<file path="src/rtl/cam_capture_rgb444_if.sv">
// ---------------------------------------------------------------------------
// Interfaces for cam_capture_rgb444.
//
// cam_pins_if    : OV7670-style camera parallel bus.
//   CAM_PCLK     pixel clock; the capture block treats it as plain data
//   CAM_VSYNC    frame sync, high = vertical blanking
//   CAM_HREF     line valid, high = bytes valid
//   CAM_px_data  camera byte, changes on the pclk falling edge
//   modports: master = camera (drives), slave = capture block (receives)
//
// dp_ram_wr_if   : write port of the dual-port frame buffer.
//   DP_RAM_addr_in  write address
//   DP_RAM_data_in  RGB444 pixel {R,G,B}
//   DP_RAM_regW     one-clk write strobe
//   modports: master = capture block (drives), slave = frame buffer
// ---------------------------------------------------------------------------
interface cam_pins_if;
    logic       CAM_PCLK;
    logic       CAM_VSYNC;
    logic       CAM_HREF;
    logic [7:0] CAM_px_data;

    modport master (output CAM_PCLK, output CAM_VSYNC, output CAM_HREF, output CAM_px_data);
    modport slave  (input  CAM_PCLK, input  CAM_VSYNC, input  CAM_HREF, input  CAM_px_data);
endinterface

interface dp_ram_wr_if #(
    parameter int AW = 15,
    parameter int DW = 12
);
    logic [AW-1:0] DP_RAM_addr_in;
    logic [DW-1:0] DP_RAM_data_in;
    logic          DP_RAM_regW;

    modport master (output DP_RAM_addr_in, output DP_RAM_data_in, output DP_RAM_regW);
    modport slave  (input  DP_RAM_addr_in, input  DP_RAM_data_in, input  DP_RAM_regW);
endinterface

</file>
<file path="src/rtl/cam_capture_rgb444.sv">
// ---------------------------------------------------------------------------
// cam_capture_rgb444
//
// Receives the camera parallel bus by oversampling it on clk (clk >= 4x pclk),
// packs each RGB565 byte pair into one RGB444 pixel and writes the pixels
// linearly into the TAM_LINE_PX x TAM_ROW frame buffer.
//
// Ports:
//   clk         system clock, rising edge
//   rst         asynchronous active-high reset
//   cam         camera pins (cam_pins_if.slave)
//   ram         frame-buffer write port (dp_ram_wr_if.master)
//   frame_done  one-clk pulse when VSYNC rises at the end of a captured frame
//   overflow    sticky until the next frame start: more pixels than the
//               buffer holds arrived in this frame
//
// States:
//   IDLE       | after reset; wait for VSYNC high so a partial frame is never captured
//   WAIT_FRAME | vertical blanking; VSYNC falling starts a new frame
//   CAPTURE    | pairing HREF bytes into pixels; VSYNC rising ends the frame
// ---------------------------------------------------------------------------
module cam_capture_rgb444 #(
    parameter int TAM_LINE_PX = 160,
    parameter int TAM_ROW     = 120,
    parameter int AW          = 15,
    parameter int DW          = 12
) (
    input  logic              clk,
    input  logic              rst,
    cam_pins_if.slave         cam,
    dp_ram_wr_if.master       ram,
    output logic              frame_done,
    output logic              overflow
);

    localparam int            NUM_PIX   = TAM_LINE_PX * TAM_ROW;
    localparam logic [AW-1:0] LAST_ADDR = AW'(NUM_PIX - 1);

    typedef enum logic [1:0] {
        IDLE       = 2'd0,
        WAIT_FRAME = 2'd1,
        CAPTURE    = 2'd2
    } state_t;

    state_t state_q, state_d;

    // All camera pins share one synchronizer so they stay mutually aligned.
    logic [10:0] sync1_q, sync2_q;
    logic        pclk_prev_q;
    logic        pclk_s, vsync_s, href_s;
    logic [7:0]  data_s;
    logic        pclk_rise;
    logic        vsync_last_q;
    logic        vsync_rise, vsync_fall;

    logic [6:0]    b1_q;         // {R[3:0], G[5:3]} from the first byte
    logic          phase_q;
    logic [AW-1:0] addr_q;
    logic [DW-1:0] data_q;
    logic          regw_q;
    logic          full_q;
    logic          ovf_q;
    logic          done_q;

    logic clr_frame, latch_b1, wr_px, clr_phase, done_d;
    logic [11:0] pixel;
    logic unused_px_bits;

    assign {pclk_s, vsync_s, href_s, data_s} = sync2_q;

    assign pclk_rise  = pclk_s & ~pclk_prev_q;
    // VSYNC edges are judged only at pclk_rise samples, like every other pin.
    assign vsync_rise = pclk_rise &  vsync_s & ~vsync_last_q;
    assign vsync_fall = pclk_rise & ~vsync_s &  vsync_last_q;

    assign pixel = {b1_q[6:3], b1_q[2:0], data_s[7], data_s[4:1]};
    assign unused_px_bits = ^{data_s[6:5], data_s[0]};

    always_ff @(posedge clk or posedge rst) begin
        if (rst) begin
            sync1_q      <= '0;
            sync2_q      <= '0;
            pclk_prev_q  <= 1'b0;
            vsync_last_q <= 1'b0;
        end else begin
            sync1_q     <= {cam.CAM_PCLK, cam.CAM_VSYNC, cam.CAM_HREF, cam.CAM_px_data};
            sync2_q     <= sync1_q;
            pclk_prev_q <= pclk_s;
            if (pclk_rise) begin
                vsync_last_q <= vsync_s;
            end
        end
    end

    always_ff @(posedge clk or posedge rst) begin
        if (rst) begin
            state_q <= IDLE;
        end else begin
            state_q <= state_d;
        end
    end

    always_comb begin
        state_d   = state_q;
        clr_frame = 1'b0;
        latch_b1  = 1'b0;
        wr_px     = 1'b0;
        clr_phase = 1'b0;
        done_d    = 1'b0;
        case (state_q)
            IDLE: begin
                if (pclk_rise && vsync_s) begin
                    state_d = WAIT_FRAME;
                end
            end
            WAIT_FRAME: begin
                if (vsync_fall) begin
                    clr_frame = 1'b1;
                    state_d   = CAPTURE;
                end
            end
            CAPTURE: begin
                // VSYNC rise takes priority over a byte on the same sample.
                if (vsync_rise) begin
                    done_d    = 1'b1;
                    clr_phase = 1'b1;
                    state_d   = WAIT_FRAME;
                end else if (pclk_rise) begin
                    if (href_s) begin
                        if (!phase_q) begin
                            latch_b1 = 1'b1;
                        end else begin
                            wr_px = 1'b1;
                        end
                    end else begin
                        // HREF low drops any unpaired byte left by an odd line.
                        clr_phase = 1'b1;
                    end
                end
            end
            default: begin
                state_d = IDLE;
            end
        endcase
    end

    always_ff @(posedge clk or posedge rst) begin
        if (rst) begin
            b1_q    <= '0;
            phase_q <= 1'b0;
            addr_q  <= '0;
            data_q  <= '0;
            regw_q  <= 1'b0;
            full_q  <= 1'b0;
            ovf_q   <= 1'b0;
            done_q  <= 1'b0;
        end else begin
            regw_q <= 1'b0;
            done_q <= done_d;
            if (clr_frame) begin
                addr_q  <= '0;
                phase_q <= 1'b0;
                full_q  <= 1'b0;
                ovf_q   <= 1'b0;
            end else begin
                // Advance after the strobe; the final address holds and
                // marks the buffer full instead of wrapping.
                if (regw_q) begin
                    if (addr_q == LAST_ADDR) begin
                        full_q <= 1'b1;
                    end else begin
                        addr_q <= addr_q + 1'b1;
                    end
                end
                if (latch_b1) begin
                    b1_q    <= {data_s[7:4], data_s[2:0]};
                    phase_q <= 1'b1;
                end
                if (wr_px) begin
                    phase_q <= 1'b0;
                    if (full_q) begin
                        ovf_q <= 1'b1;
                    end else begin
                        regw_q <= 1'b1;
                        data_q <= DW'(pixel);
                    end
                end
                if (clr_phase) begin
                    phase_q <= 1'b0;
                end
            end
        end
    end

    assign ram.DP_RAM_addr_in = addr_q;
    assign ram.DP_RAM_data_in = data_q;
    assign ram.DP_RAM_regW    = regw_q;
    assign frame_done         = done_q;
    assign overflow           = ovf_q;

endmodule

</file>
<file path="src/flat_wrapper.sv">
// flat-port wrapper written by rule: the top's interface ports become plain ports
module cam_capture_rgb444_flat 
#(
    parameter int TAM_LINE_PX = 160,
    parameter int TAM_ROW     = 120,
    parameter int AW          = 15,
    parameter int DW          = 12
)
  (clk, rst, frame_done, overflow, cam_CAM_PCLK, cam_CAM_VSYNC, cam_CAM_HREF, cam_CAM_px_data, ram_DP_RAM_addr_in, ram_DP_RAM_data_in, ram_DP_RAM_regW);
  cam_pins_if cam_i ();
  dp_ram_wr_if #(.AW(AW), .DW(DW)) ram_i ();
  input  logic clk;
  input  logic rst;
  output logic frame_done;
  output logic overflow;
  input wire logic [$bits(cam_i.CAM_PCLK)-1:0] cam_CAM_PCLK;
  input wire logic [$bits(cam_i.CAM_VSYNC)-1:0] cam_CAM_VSYNC;
  input wire logic [$bits(cam_i.CAM_HREF)-1:0] cam_CAM_HREF;
  input wire logic [$bits(cam_i.CAM_px_data)-1:0] cam_CAM_px_data;
  output wire logic [$bits(ram_i.DP_RAM_addr_in)-1:0] ram_DP_RAM_addr_in;
  output wire logic [$bits(ram_i.DP_RAM_data_in)-1:0] ram_DP_RAM_data_in;
  output wire logic [$bits(ram_i.DP_RAM_regW)-1:0] ram_DP_RAM_regW;
  assign cam_i.CAM_PCLK = cam_CAM_PCLK;
  assign cam_i.CAM_VSYNC = cam_CAM_VSYNC;
  assign cam_i.CAM_HREF = cam_CAM_HREF;
  assign cam_i.CAM_px_data = cam_CAM_px_data;
  assign ram_DP_RAM_addr_in = ram_i.DP_RAM_addr_in;
  assign ram_DP_RAM_data_in = ram_i.DP_RAM_data_in;
  assign ram_DP_RAM_regW = ram_i.DP_RAM_regW;
  cam_capture_rgb444 #(.TAM_LINE_PX(TAM_LINE_PX), .TAM_ROW(TAM_ROW), .AW(AW), .DW(DW)) u_core (.clk(clk), .rst(rst), .cam(cam_i), .ram(ram_i), .frame_done(frame_done), .overflow(overflow));
endmodule
</file>
<file path="config.mk">
export PLATFORM = sky130hd
export DESIGN_NAME = cam_capture_rgb444_flat
export DESIGN_NICKNAME = d
export VERILOG_FILES = /design/src/rtl/cam_capture_rgb444_if.sv /design/src/rtl/cam_capture_rgb444.sv /design/src/flat_wrapper.sv
export SDC_FILE = /design/constraint.sdc
export NUM_CORES = 1
export LEC_CHECK = 0
export CAP_MARGIN = 20
export CORE_ASPECT_RATIO = 0.75
export CORE_UTILIZATION = 49
export CTS_BUF_LIST = sky130_fd_sc_hd__clkbuf_2 sky130_fd_sc_hd__clkbuf_4 sky130_fd_sc_hd__clkbuf_8
export DETAILED_ROUTE_END_ITERATION = 16
export PLACE_DENSITY = 0.9
export SLEW_MARGIN = 25
export SYNTH_ARGS = -nofsm -noshare
export SYNTH_HDL_FRONTEND = slang
export SYNTH_SLANG_ARGS = --single-unit
</file>
<file path="constraint.sdc">
create_clock -name clk -period 1.7 [get_ports clk]
set_input_delay 0.17 -clock clk [delete_from_list [all_inputs] [get_ports clk]]
set_output_delay 0.17 -clock clk [all_outputs]
set_load 0.05 [all_outputs]
</file>
== Yosys cells after proc, flatten, opt, wreduce, memory -nomap -nowiden ==
Index checks and enable logic that the tools add are counted.

* $add $sub $neg: 1
* Eq/ne operators: 7
* Mux-type cells: 38
* Bitwise operators: 10
* Reductions and logical operators: 13

{| class="wikitable"
|+ Operators with widths
! kind !! number
|-
| 2-to-1 mux 15 bit || 3
|-
| 2-to-1 mux 1 bit || 31
|-
| adder 15 x 1 -> 15 bit, second input constant || 1
|-
| == test 15 bit, second input constant || 1
|-
| inequality test 2 x 1 -> 1 bit, second input constant || 4
|-
| AND reduction 2 bit || 4
|-
| nonzero test 2 bit || 4
|-
| 2-to-1 mux 2 bit || 3
|-
| case mux 2 bit (3 select lines) || 1
|-
| AND reduction 3 bit || 2
|-
| bitwise AND 1 bit || 5
|-
| NOT 1 bit || 5
|-
| nonzero test 4 bit || 1
|-
| == test 2 x 1 -> 1 bit, second input constant || 1
|-
| == test 2 bit, second input constant || 1
|-
| logical NOT 2 bit || 1
|-
| logical AND 1 bit || 1
|}

* Flip-flop bits (word level): 65
* Output and inout bits: 30
* Word-level logic and storage cells: 82

== Longest topological paths before layout ==
Gate-level depths: netlist of run 1.

* Word-level depth: 10
* Mapped depth: 6
* Gate-level depth less buffers: 5

== Worst setup path before layout of run 1 ==
No wires, ideal clock.

* Path kind: register to register
* Start point: register u_core.addr_q[0], in the netlist u_core.ram.DP_RAM_addr_in[0]
* End point: register u_core.addr_q[5], in the netlist u_core.ram.DP_RAM_addr_in[5]
* Arrival: 1840 ps
* Data required time: 1613 ps
* Path slack: -227 ps
* Stages on the path, launching flop included: 6
* Buffers on the path: 0
* Clock period less this slack: 1927 ps
* Cell sequence: dfrtp_1 ha_1 nand4_1 o41ai_4 nor2_2 a211oi_2

* Word-level cells in the longest chain between the ends: 4

{| class="wikitable"
|+ RTL lines
! what !! RTL line !! text
|-
| start, declared || cam_capture_rgb444.sv:58 || <nowiki>logic [AW-1:0] addr_q;</nowiki>
|-
| start signal, assigned || cam_capture_rgb444.sv:172 || <nowiki>addr_q <= addr_q + 1'b1;</nowiki>
|-
| adder 15 x 1 -> 15 bit || cam_capture_rgb444.sv:172 ||
|-
| 2-to-1 mux 15 bit || cam_capture_rgb444.sv:169 || <nowiki>if (addr_q == LAST_ADDR) begin</nowiki>
|-
| 2-to-1 mux 15 bit || cam_capture_rgb444.sv:168 || <nowiki>if (regw_q) begin</nowiki>
|-
| 2-to-1 mux 15 bit || cam_capture_rgb444.sv:160 || <nowiki>if (clr_frame) begin</nowiki>
|}

Parallel ways exist; a longest one is shown, timed or not. The select of a mux whose other input is x is not followed.
A chain may end at the register's enable or synchronous reset.

== Worst setup path after layout of run 1 ==
* Start point: register u_core.addr_q[8], in the netlist u_core.ram.DP_RAM_addr_in[8]
* End point: register u_core.addr_q[5], in the netlist u_core.ram.DP_RAM_addr_in[5]

* Word-level cells in the longest chain between the ends: 3

{| class="wikitable"
|+ RTL lines
! what !! RTL line
|-
| == test 15 bit || cam_capture_rgb444.sv:169
|-
| inequality test 2 x 1 -> 1 bit (no source line) || -
|-
| AND reduction 2 bit (no source line) || -
|}

No other way between the ends.

==> results of run 1 <==
-- worst paths after layout --
path,start,to,cells after the start
worst max-delay path,u_core.ram.DP_RAM_addr_in[8],u_core.ram.DP_RAM_addr_in[5],5
max in group asynchronous,rst,u_core.ram.DP_RAM_addr_in[6],3
worst min register to register,u_core.sync1_q[2],u_core.sync2_q[2],0
worst min-delay path,rst,u_core.sync1_q[0],3
worst max register to register,u_core.ram.DP_RAM_addr_in[8],u_core.ram.DP_RAM_addr_in[5],5
min in group clk,cam_CAM_px_data[7],u_core.sync1_q[7],1
-- synth_stat cells --
cell       number  share of area (%)
nor2_2          1               0.25
nand4b_1        1               0.35
dfrtp_1        65                 64
a21boi_0        1               0.30
a41oi_1         1               0.35
nand4bb_2       1               0.64
and3b_1         1               0.35
a21oi_1         9                1.8
nand3_1         5               0.99
buf_2           3               0.59
buf_6           2               0.89
nand4bb_4       1                1.1
mux2_4          9                5.4
ha_1            1               0.50
xor2_1          4                1.4
and4_1          2               0.69
a31oi_1         2               0.50
or3_1           6                1.5
nor3_1          2               0.40
nor2_1          6               0.89
or4_1           1               0.30
mux2_2         10                4.5
and4bb_2        1               0.50
and2b_2         1               0.35
o21ai_0         6                1.2
nand2_1        16                2.4
and4_4          1               0.45
a32o_1          1               0.40
nand2b_1        2               0.50
clkbuf_1        2               0.30
nor2b_1         2               0.50
nand4_1         4               0.99
a211oi_2        1               0.50
o41ai_4         1                1.1
inv_1           2               0.30
o21ai_1         2               0.40
o32ai_1         1               0.35
and3_1          3               0.74
a211oi_1        1               0.30
and2_1          2               0.50
o31ai_1         1               0.30
-- tightest hold or removal path, cell delays in order --
cell and delay, ps:
clkdlybuf4s50_1 440, clkinvlp_4 90, buf_12 280
-- logic make-up after synthesis --
group	Yosys count	synth area share, %
AO/OA/AOI/OAI	27	7.437
XOR/XNOR	4	1.388
adder cells (fa/ha/maj)	1	0.4957
buffers and inverters	9	2.082
flip-flops	65	64.45
multiplexers	19	9.817
AND/OR/NAND/NOR	59	14.33
-- placed cells by master (no fill, tap or decap), types with 2 or more instances in the layout --
cell type	Yosys	layout
mux2_2	10	10
mux2_4	9	9
clkbuf_8	0	13
or3_1	6	6
clkdlybuf4s50_1	0	13
and2_1	2	2
a31oi_1	2	2
o21ai_1	2	2
buf_12	0	4
dfrtp_2	0	7
nor2_1	6	6
dfrtp_1	65	58
nand2_1	16	16
a21oi_1	9	9
and3_1	3	3
dlygate4sd2_1	0	2
o21ai_0	6	6
nand2b_1	2	2
xor2_1	4	4
dlymetal6s2s_1	0	11
buf_4	0	28
nand4_1	4	4
nand3_1	5	5
-- layout make-up --
| type | instances | area [um^2] | share of cell area, % |
|---|---|---|---|
| clock buffers | 13 | 178.9 | 5.290 |
| multi-input cells | 110 | 870.8 | 25.75 |
| well taps | 60 | 75.07 | 2.220 |
| repair buffers | 58 | 575.6 | 17.02 |
| inverters | 2 | 11.26 | 0.3330 |
| clock inverters | 2 | 35.03 | 1.036 |
| flip-flops and latches | 65 | 1635 | 48.35 |
-- per-layer routing --
layer	vias up	wire length (um)	global-route usage, %
met5	-	0	0
met4	0	78	7.627
met3	12	299	7.623
met2	61	2362	31.71
met1	823	2121	24.85
li1	781	-	-
-- stage by stage --
step / std cells / worst slack (ps)
2_1_floorplan: 184 / -97.20
3_3_place_gp: 295 / 108.7
3_5_place_dp: 295 / 41.28
4_1_cts: 310 / 0.6612
5_1_grt: 310 / -1.141
6_report: 310 / 34.53
-- sequential cells by signal, indices dropped and copies added, names as in the netlist --
name                       count
u_core.state_q                 2
u_core.phase_q                 1
u_core.sync2_q                11
u_core.pclk_prev_q             1
u_core.ram.DP_RAM_data_in     12
u_core.vsync_last_q            1
u_core.b1_q                    7
u_core.ram.DP_RAM_regW         1
u_core.ram.DP_RAM_addr_in     15
u_core.sync1_q                11
u_core.frame_done              1
u_core.full_q                  1
u_core.overflow                1
-- where the power goes --
group / internal (mW) / total [mW] / leakage (nW) / switching [mW]
Sequential: 1.61 / 1.66 / 0.837 / 0.0457
Combinational: 0.0775 / 0.149 / 0.787 / 0.0710
Clock: 0.827 / 1.35 / 0.112 / 0.528
-- what timing repair did --
item,CTS,global route
buffers inserted,0,0
setup endpoints to repair,2,23
resized for setup,2,15
==> flow_summary.ini, run 1 <==
[sta]
layout_min_cycle_time_ps = 1665
setup_viol_count_final = 0
maxSlewViolCount = 0
fmax_ghz = 0.6004
setup_tns_ps = 0
finalHoldViolations = 0
slew_headroom_pct = 65.88
fin_hold_ws_ps = 259.5
fin_worst_skew_ps = 6.801
worst_pin_slew_ps = 511.0
finalCritPeriodShare_pct = 97.97

[critical_path]
reg2reg_slack_ps = 30
max_stage_delay_ps = 430
crit_family = compound AO/OA/AOI/OAI gates
crit_chain = nand4bb_2 > o41ai_4 > buf_4 > nor2_2 > a211oi_2
worstPathRequired_ps = 1940
crit_arrival_ps = 1910
crit_path_top_delay_cell = dfrtp_2
critPathKind = flop to flop
endpoint_kind = flop
crit_fanout = 5
worst-path-buf-inv = 1
setup.worst_path.start_class = flop

[clocking]
root_buffer = clkbuf_8
hold_buffers = 0
clockBufferDepth = 2
path_clk_slew_ps = 60
cts.htree.levels = 3
cts_tree = done
numCtsBuffers = 9
clock_latency_ps = 330
clock_sinks = 65

[place]
place_area_um2 = 3129
hpwlAfterDp_um = 3255
port_buffers = 42
gp_congestion = 0.8282

[synthesis]
syn_inst = 184
syn_nets = 198
syn_avg_cell_area_um2 = 13.72
ys_types = 41
yosys_warnings = 0
ys_seq_area_share_pct = 64.45
synth_area_um2 = 2524
synth-seq-cells = 65

[finish]
n_fill_cell = 351
area_growth_pct = 34.01
fin_nets = 260
final_util_pct = 68.64
drive_gt1_share_pct = 34.40
n_antenna_cell = 0
fin_area_um2 = 3382

[floorplanning]
die_width_um = 84.87
start_util_pct = 51.22
dieArea_um2 = 5444
io_pins = 43
fp.dieH_um = 64.15
core-area_um2 = 4927
rows = 22

[drt]
vias_per_cell = 5.410
drc_errors = 5
drt-total-wl_um = 4860
ant_nets = 0
drtIter0Drc = 118
dr.pass1.iters = 10
routedWlPerCell_um = 15.68
vias = 1677

[power_and_ir_drop]
cellLeakagePower_nw = 1.736
total_power_mw = 3.164
power_density_nw_per_um2 = 935.4
irDropWorstVdd_uv = 592.0

[grt]
gr-usage-all-layers_pct = 19.90
grt_max_degree = 66
globalRouteOverflowTotal = 0
grt_pass1_vias = 1741
antenna_found_initial = 0
grt_pass1_wl_um = 8031

[outcome]
outcome = finished with violations
failed_checks = design-rule violations

[run]
drv_cap = 0

[hold_path]
worstHoldPathType = input pin to asynchronous set/reset pin
(Power assumes the default switching activity.)
==> run 2: changes to the inputs <==
Settings changed: CORE_UTILIZATION 49 to 54, PLACE_DENSITY 0.9 to 0.93.
Clock period 1.7 ns to 1.71 ns, I/O delays scaled along.
==> flow_summary.ini, run 2 (same netlist as run 1, synthesis figures left out) <==
[sta]
setup_viol_count_final = 0
layout_min_cycle_time_ps = 1680
postLayoutSetupSlackWorst_ps = 29.76
setup_tns_ps = 0
fmax_ghz = 0.5952
slew_headroom_pct = 65.46
fin_worst_skew_ps = 6.755
rsz0062_at_grt = true
finalHoldViolations = 0
finalCritPeriodShare_pct = 98.26
worst_pin_slew_ps = 517.2
fin_hold_ws_ps = 257.1
maxSlewViolCount = 0

[grt]
grt_max_degree = 66
gr-usage-all-layers_pct = 23.03
grt_pass1_vias = 1677
antenna_found_initial = 0
globalRouteOverflowTotal = 0
grt_pass1_wl_um = 8066

[drt]
dr.pass1.iters = 5
drt-met1-wl_um = 2254
drc_errors = 0
ant_nets = 0
wl_met3_um = 338
drt-total-wl_um = 5298
drtIter0Drc = 163
vias = 1753
wl_met2_um = 2594
vias_per_cell = 5.637
top_layer = met4
routedWlPerCell_um = 17.04

[place]
gp_congestion = 0.7747
place_area_um2 = 3115
port_buffers = 42
place_ws_ps = -0.09892
hpwlAfterDp_um = 3333
post-place-cells = 292

[power_and_ir_drop]
irDropWorstVdd_uv = 669.8
cellLeakagePower_nw = 1.739
power_density_nw_per_um2 = 925.0
total_power_mw = 3.162

[finish]
drive_gt1_share_pct = 35.83
largest_register_ffs = 15
final_util_pct = 76.53
n_fill_cell = 262
area_growth_pct = 35.45
layout_common_cells = dfrtp_1 (57), buf_4 (30), nand2_1 (16)
final_common_cell = dfrtp_1
n_antenna_cell = 0
fin_nets = 263
fin_area_um2 = 3418
final_cells = 311

[critical_path]
rr_worst_depth = 6
crit_family = simple AND/OR/NAND/NOR gates
crit_fanout = 5
reg2reg_slack_ps = 30
crit_arrival_ps = 1950
worst-path-buf-inv = 1
endpoint_kind = flop
worstPathRequired_ps = 1980
r2r_end = u_core.ram.DP_RAM_addr_in[7]
max_stage_delay_ps = 460
crit_chain = ha_4 > nand4_1 > o41ai_4 > buf_4 > or4_1 > a21oi_2
crit_path_top_delay_cell = dfrtp_2
critPathKind = flop to flop
reg2reg_from = u_core.ram.DP_RAM_addr_in[1]
setup.worst_path.start_class = flop

[clocking]
clock_sinks = 65
numCtsBuffers = 9
cts_tree = done
path_clk_slew_ps = 70
root_buffer = clkbuf_8
cts.htree.levels = 3
clock_latency_ps = 340
clockBufferDepth = 2
hold_buffers = 0

[outcome]
outcome = finished clean

[hold_path]
worstHoldPathType = input pin to asynchronous set/reset pin

[floorplanning]
core-area_um2 = 4467
start_util_pct = 56.50
io_pins = 43
fp.dieH_um = 61.21
rows = 21
die_width_um = 80.94
dieArea_um2 = 4954

[run]
drv_cap = 0
==> run 2: cell count changes in the layout (fill, tap and decap cells not counted), sizes merged <==
cell | before | now
buf | 32 | 33
clkinv | 1 | 2
clkinvlp | 1 | 2
clkdlybuf4s50 | 13 | 15
dlygate4sd2 | 2 | 1
==> run 2: area by class of cell <==
cell class / instances / area, um^2 / area share [%]
inverters: 2 / 11.26 / 0.3294
clock inverters: 4 / 51.30 / 1.501
flip-flops and latches: 65 / 1637 / 47.88
clock buffers: 12 / 158.9 / 4.649
repair buffers: 61 / 606.8 / 17.75
multi-input cells: 110 / 882.1 / 25.81
well taps: 57 / 71.32 / 2.086
==> run 2: worst max-delay path by stage <==
stage / from / to / slack, ps / cells past startpoint
finish: u_core.ram.DP_RAM_addr_in[1] / u_core.ram.DP_RAM_addr_in[7] / 30 / 6
global route: u_core.ram.DP_RAM_addr_in[8] / u_core.ram.DP_RAM_addr_in[2] / -60 / 4
CTS: u_core.ram.DP_RAM_addr_in[8] / ram_DP_RAM_addr_in[8] / 0.2 / 1
detailed placement: u_core.state_q[0] / u_core.ram.DP_RAM_data_in[3] / -0.1 / 5
global placement: u_core.state_q[0] / u_core.ram.DP_RAM_data_in[1] / 70 / 5
floorplan: u_core.ram.DP_RAM_addr_in[0] / u_core.ram.DP_RAM_addr_in[5] / -90 / 5
==> run 2: where the power goes <==
| part | internal (mW) | leakage [nW] | switching [mW] |
|---|---|---|---|
| combinational | 0.0902 | 0.796 | 0.0786 |
| clock | 0.769 | 0.106 | 0.576 |
| sequential | 1.61 | 0.837 | 0.0419 |
==> run 2: worst register-to-register path, stage by stage (launching register included) <==
cell     delay (ps)
dfrtp_2         460
ha_4            190
nand4_1         110
o41ai_4          80
buf_4           170
or4_1           440
a21oi_2         150
==> run 2: metal layers <==
| metal | vias up | GRT usage (%) |
|---|---|---|
| met2 | 80 | 36.01 |
| li1 | 789 | - |
| met1 | 869 | 29.42 |
| met3 | 15 | 8.889 |
| met5 | - | 0 |
| met4 | 0 | 9.184 |
==> run 2: repair_timing <==
action / CTS / global route
gates resized for setup: 2 / 19
setup buffers: 0 / 2
gates cloned: 0 / 1
endpoints found under the hold margin: 0 / 0
pin swaps: 0 / 3
endpoints found under the setup margin: 4 / 23
